### src/rtl/online_result_collector_if.sv
// Handshake bundle between an online multiplier, the result collector and the
// consumer of completed frames.
//   z / z_valid / z_ready                 : signed-digit stream, MSD first
//   result / result_valid / result_ready  : completed two's-complement fraction
//   digit_err                             : sticky illegal/unexpected digit flag
// master : digit producer + result consumer side
// slave  : the collector
interface online_result_collector_if #(
  parameter int NO_OF_DIGITS = 4,
  parameter int RADIX_BITS   = 2
);
  logic [RADIX_BITS-1:0]  z;
  logic                   z_valid;
  logic                   z_ready;
  logic [NO_OF_DIGITS:0]  result;
  logic                   result_valid;
  logic                   result_ready;
  logic                   digit_err;

  modport master (
    output z, z_valid, result_ready,
    input  z_ready, result, result_valid, digit_err
  );

  modport slave (
    input  z, z_valid, result_ready,
    output z_ready, result, result_valid, digit_err
  );
endinterface

### src/rtl/online_result_collector.sv
// Collects the signed-digit output of an online multiplier into a
// two's-complement fraction. The first DELTA digits of each frame are the
// online delay and are discarded; the next NO_OF_DIGITS digits are converted
// on the fly (Q / QM pair, selection and concatenation only) and the final Q
// is presented on result until the consumer takes it.
// Ports:
//   clk      : rising-edge clock
//   reset_n  : asynchronous active-low reset
//   bus      : slave side of online_result_collector_if (digit stream in,
//              result handshake out, sticky digit_err)
module online_result_collector #(
  parameter int NO_OF_DIGITS = 4,
  parameter int DELTA        = 3,
  parameter int RADIX_BITS   = 2
) (
  input  logic                   clk,
  input  logic                   reset_n,
  online_result_collector_if.slave bus
);

  localparam int W  = NO_OF_DIGITS + 1;
  localparam int CW = $clog2(DELTA + NO_OF_DIGITS + 1);

  localparam logic [1:0] IDLE    = 2'd0;
  localparam logic [1:0] SKIP    = 2'd1;
  localparam logic [1:0] COLLECT = 2'd2;
  localparam logic [1:0] HOLD    = 2'd3;

  // Weight of the first fraction digit (2^-1) and the -1 encoding QM must
  // hold before digit 1 so that QM = Q - 2^-j is true from j = 0.
  localparam logic [W-1:0] FIRST_MASK = W'(1) << (NO_OF_DIGITS - 1);
  localparam logic [W-1:0] MINUS_ONE  = W'(1) << NO_OF_DIGITS;

  logic [1:0]    state;
  logic [CW-1:0] cnt;
  logic [W-1:0]  q, qm, mask;
  logic [W-1:0]  q_nxt, qm_nxt;
  logic [W-1:0]  result_r;
  logic          result_valid_r;
  logic          err_r;

  logic xfer, d_pos, d_neg, d_zero, d_bad, delay_slot;

  assign bus.z_ready      = (state != HOLD);
  assign bus.result       = result_r;
  assign bus.result_valid = result_valid_r;
  assign bus.digit_err    = err_r;

  assign xfer       = bus.z_valid && bus.z_ready;
  assign d_pos      = (bus.z == RADIX_BITS'(1));
  assign d_neg      = (bus.z == {RADIX_BITS{1'b1}});
  assign d_zero     = (bus.z == '0);
  assign d_bad      = !(d_pos || d_neg || d_zero);
  assign delay_slot = (state == IDLE) || (state == SKIP);

  // On-the-fly conversion: mask is one-hot at weight 2^-j, and that bit is
  // zero in both Q and QM, so "+ 2^-j" is an OR. Illegal digits act as 0.
  always_comb begin
    q_nxt  = q;
    qm_nxt = qm | mask;
    if (d_pos) begin
      q_nxt  = q | mask;
      qm_nxt = q;
    end else if (d_neg) begin
      q_nxt  = qm | mask;
      qm_nxt = qm;
    end
  end

  always_ff @(posedge clk or negedge reset_n) begin
    if (!reset_n) begin
      state          <= IDLE;
      cnt            <= '0;
      q              <= '0;
      qm             <= '0;
      mask           <= '0;
      result_r       <= '0;
      result_valid_r <= 1'b0;
      err_r          <= 1'b0;
    end else begin
      // Sticky; never gates FSM progress.
      if (xfer && (d_bad || (delay_slot && !d_zero)))
        err_r <= 1'b1;

      case (state)
        IDLE: begin
          if (xfer) begin
            cnt   <= CW'(1);
            q     <= '0;
            qm    <= MINUS_ONE;
            mask  <= FIRST_MASK;
            state <= (DELTA > 1) ? SKIP : COLLECT;
          end
        end
        SKIP: begin
          if (xfer) begin
            cnt <= cnt + 1'b1;
            if (cnt == CW'(DELTA - 1))
              state <= COLLECT;
          end
        end
        COLLECT: begin
          if (xfer) begin
            cnt  <= cnt + 1'b1;
            q    <= q_nxt;
            qm   <= qm_nxt;
            mask <= mask >> 1;
            // mask[0] marks the 2^-NO_OF_DIGITS digit, the last of the frame.
            if (mask[0]) begin
              result_r       <= q_nxt;
              result_valid_r <= 1'b1;
              state          <= HOLD;
            end
          end
        end
        HOLD: begin
          if (result_valid_r && bus.result_ready) begin
            result_valid_r <= 1'b0;
            cnt            <= '0;
            state          <= IDLE;
          end
        end
        default: state <= IDLE;
      endcase
    end
  end

endmodule

### src/flat_wrapper.sv
// flat-port wrapper written by rule: the top's interface ports become plain ports
module online_result_collector_flat 
#(
  parameter int NO_OF_DIGITS = 4,
  parameter int DELTA        = 3,
  parameter int RADIX_BITS   = 2
)
  (clk, reset_n, bus_z, bus_z_valid, bus_result_ready, bus_z_ready, bus_result, bus_result_valid, bus_digit_err);
  online_result_collector_if #(.NO_OF_DIGITS(NO_OF_DIGITS), .RADIX_BITS(RADIX_BITS)) bus_i ();
  input  logic clk;
  input  logic reset_n;
  input wire logic [$bits(bus_i.z)-1:0] bus_z;
  input wire logic [$bits(bus_i.z_valid)-1:0] bus_z_valid;
  input wire logic [$bits(bus_i.result_ready)-1:0] bus_result_ready;
  output wire logic [$bits(bus_i.z_ready)-1:0] bus_z_ready;
  output wire logic [$bits(bus_i.result)-1:0] bus_result;
  output wire logic [$bits(bus_i.result_valid)-1:0] bus_result_valid;
  output wire logic [$bits(bus_i.digit_err)-1:0] bus_digit_err;
  assign bus_i.z = bus_z;
  assign bus_i.z_valid = bus_z_valid;
  assign bus_i.result_ready = bus_result_ready;
  assign bus_z_ready = bus_i.z_ready;
  assign bus_result = bus_i.result;
  assign bus_result_valid = bus_i.result_valid;
  assign bus_digit_err = bus_i.digit_err;
  online_result_collector #(.NO_OF_DIGITS(NO_OF_DIGITS), .DELTA(DELTA), .RADIX_BITS(RADIX_BITS)) u_core (.clk(clk), .reset_n(reset_n), .bus(bus_i));
endmodule
### config.mk
export PLATFORM = sky130hd
export DESIGN_NAME = online_result_collector_flat
export DESIGN_NICKNAME = d
export VERILOG_FILES = /design/src/rtl/online_result_collector_if.sv /design/src/rtl/online_result_collector.sv /design/src/flat_wrapper.sv
export SDC_FILE = /design/constraint.sdc
export NUM_CORES = 1
export LEC_CHECK = 0
export BUFFER_PORTS_ARGS = -buffer_cell sky130_fd_sc_hd__buf_2
export CORE_AREA = 2 2 50 87
export CTS_CLUSTER_DIAMETER = 30
export DETAILED_ROUTE_END_ITERATION = 7
export DIE_AREA = 0 0 52 89
export GPL_ROUTABILITY_DRIVEN = 1
export GPL_TIMING_DRIVEN = 0
export PLACE_DENSITY = 0.64
export SYNTH_ARGS = -nofsm -noshare
export SYNTH_HDL_FRONTEND = slang
export SYNTH_SLANG_ARGS = --single-unit
### constraint.sdc
create_clock -name clk -period 2.3 [get_ports clk]
set_input_delay 0.23 -clock clk [delete_from_list [all_inputs] [get_ports clk]]
set_output_delay 0.23 -clock clk [all_outputs]
set_load 0.02 [all_outputs]
==> reports/results.ini <==
[placed_design]
gp_congestion=0.8698
hpwl_mm=2.634
port_buffers=12

[route]
num_vias=1263
routed_wl_mm=3.504
drcViolationCount=0
ant_nets=0
avgRoutedWirePerCell_um=15.78
first_pass_iters=4
avgViaCountPerCell=5.689
drt_iter0_drc=30

[min_path]
min_path_type=in -> reg
min_path_cells=4

[logic_synthesis]
yosys.area_share.simple=0.1799
synth.distinct_cells=37
syn-instance-count=158
yosysMostFrequentCell=dfrtp_1
synth_commonest_cells=26 x dfrtp_1, 14 x a21oi_1, 10 x nor2_1, 10 x o21ai_0, 9 x inv_1
synth_top_family_by_area=compound AO/OA/AOI/OAI gates
synth_xor_area_frac=0
synth_fa_ha_area_frac=0.05804
synth_compound_gate_area_share=0.2753
synth_top_area_share=0.4312
syn_nets=171
synth-async-reset-ratio=1.000
syn-cell-area_sq_mm=0.001509
avgSynthCellArea_sq_um=9.550
yosysSeqAreaShare=0.4312
synthTopCellsByArea=dfrtp_1 43%, ha_1 5.8%, a21oi_1 4.6%
synth_edf_count=0
yosys_register_bits=26
synth_top_area_cell=dfrtp_1
synthMuxAreaShare=0
synth_ff_type=dfrtp_1
ys_warn_count=0

[final_layout]
drive_above_1_share=0.1609
antenna_cells=0
area_growth_syn_to_layout_pct=11.36
nNetsFinal=189
final_core_util=0.4346

[clocking]
cts_root_buf=clkbuf_8
clkTransAtPathRegs_ns=0.09
cts_tree=yes
postCtsResizedCells=0
cts_buffers=3
insertion_delay_ns=0.27
clock_sinks=26
htreeDepth=1
cts_buffer_depth=2

[timing]
hold_ws_ns=0.3030
fmax_ghz=0.5184
worst_pin_slew_ns=0.5971
slew_headroom=0.6019
clock_skew_ns=0.01031
slew_viol_final=0
layout_min_cycle_time_ns=1.929
setup_viol=0
tns_ns=0
rsz0062_at_grt=no
hold_viol=0
min_period_over_period=0.8387

[critical_path]
cp_top_family=flip-flops
path_class=reg -> reg
cp.depth=6
arrival_ns=2.08
cp_num_buf_inv=2
critical_path.slowest_cell=dfrtp_1
cp_slowest_stage_delay_ns=0.45
worstPathRequired_ns=2.45
cp_common_cell=a21oi_1
crit_path_end_kind=register
startpoint_type=register
cp_max_fo=10
crit_chain=inv_1 -> ha_1 -> buf_2 -> nand4b_1 -> a21oi_1 -> a21oi_1
rr_worst_depth=6

[global_route]
grt_pass1_vias=1335
grt_antenna_before_repair=0
grt_max_degree=27
grt_pass1_wl_mm=6.009
gr-total-overflow=0
gr-usage-all-layers=0.1709

[floorplan]
die_w_um=52
start_util=0.3903
ioPinCount=14
die_h_um=89
rows=30
coreArea_sq_mm=0.003866
die_area_sq_mm=0.004628

[power]
p_leak_uw=0.0007514
power_density_mw_per_mm2=597.5
ir_worst_vdd_uv=271.5

[status]
status=finished clean

[flow_run]
cap_violations=0

==> cell families after synthesis <==
logic type / after synthesis
buffers and inverters: 20
AND/OR/NAND/NOR: 46
adder cells (fa/ha/maj): 7
AO/OA/AOI/OAI: 59
flip-flops: 26
==> cells in the final DEF (no fill, tap or decap), types with 3 or more instances in the layout <==
master / count
dfrtp_1: 26
buf_2: 19
a21oi_1: 14
nor2_1: 10
o21ai_0: 10
inv_1: 9
nand2_1: 8
ha_1: 7
or2_2: 5
o2111ai_1: 5
o2bb2ai_1: 5
nand2b_1: 4
clkbuf_1: 4
nand3b_1: 4
o31ai_1: 4
a22o_1: 4
a22oi_1: 4
clkbuf_8: 3
==> registers in the layout, summed over array words and instances (netlist names) <==
signal / cells
u_core.bus.digit_err: 1
u_core.bus.result_valid: 1
u_core.cnt: 3
u_core.q: 5
u_core.bus.result: 5
u_core.state: 2
u_core.qm: 5
u_core.mask: 4
==> stage by stage <==
stage	setup WS [ns]	power [uW]	area, sq um	cells
floorplan	0.6576	700.3	1509	158
global placement	0.4156	746.4	1629	218
detailed placement	0.3795	756.4	1629	218
CTS	0.3571	1017	1680	222
global route	0.1419	1067	1680	222
finish	0.3711	1004	1680	222
==> worst reg2reg max path: cells and delay by family (launching register included) <==
| family | cells | cell delay (ns) |
|---|---|---|
| buf+inv | 2 | 0.38 |
| flops | 1 | 0.45 |
| fa+ha+maj | 1 | 0.26 |
| compound gates | 2 | 0.35 |
| simple gates | 1 | 0.38 |
==> power breakdown <==
group | internal (uW) | switching, uW | total (uW)
Combinational | 92.1 | 90.6 | 183
Clock | 117 | 140 | 258
Sequential | 515 | 48.1 | 563
Total | 725 | 279 | 1000
==> final timing paths <==
check / slack, ns / to / start
worst max register to register: 0.37 / u_core.bus.result[4] / u_core.state[0]
min in group asynchronous: 0.49 / u_core.bus.result[3] / reset_n
max in group asynchronous: 1.41 / u_core.bus.digit_err / reset_n
worst min register to register: 0.46 / u_core.bus.digit_err / u_core.bus.digit_err
worst min-delay path: 0.30 / u_core.bus.result_valid / bus_result_ready
worst max-delay path: 0.37 / u_core.bus.result[4] / u_core.state[0]
==> repair_timing <==
item / 4_1_cts / 5_1_grt
setup buffers: 0 / 0
hold buffers: 1 / 0
hold endpoints to repair: 26 / 0
==> layer usage <==
metal  vias up  routed length [um]  GRT usage
met4         0                 116    0.08373
met3        10                  72    0.01839
met1       610                1448     0.1788
li1        619                   -          -
met2        24                1867     0.3257
met5         -                   0          0
==> area by class of cell <==
| type | count | area, sq um |
|---|---|---|
| Inverter | 9 | 33.78 |
| Buffer | 11 | 50.05 |
| Multi-Input combinational cell | 112 | 774.5 |
| Timing Repair Buffer | 13 | 70.07 |
| Tap cell | 48 | 60.06 |
| Fill cell | 386 | 2186 |
| Clock buffer | 3 | 41.29 |
| Sequential cell | 26 | 650.6 |
Note: power is estimated with default switching activity, not from simulation.
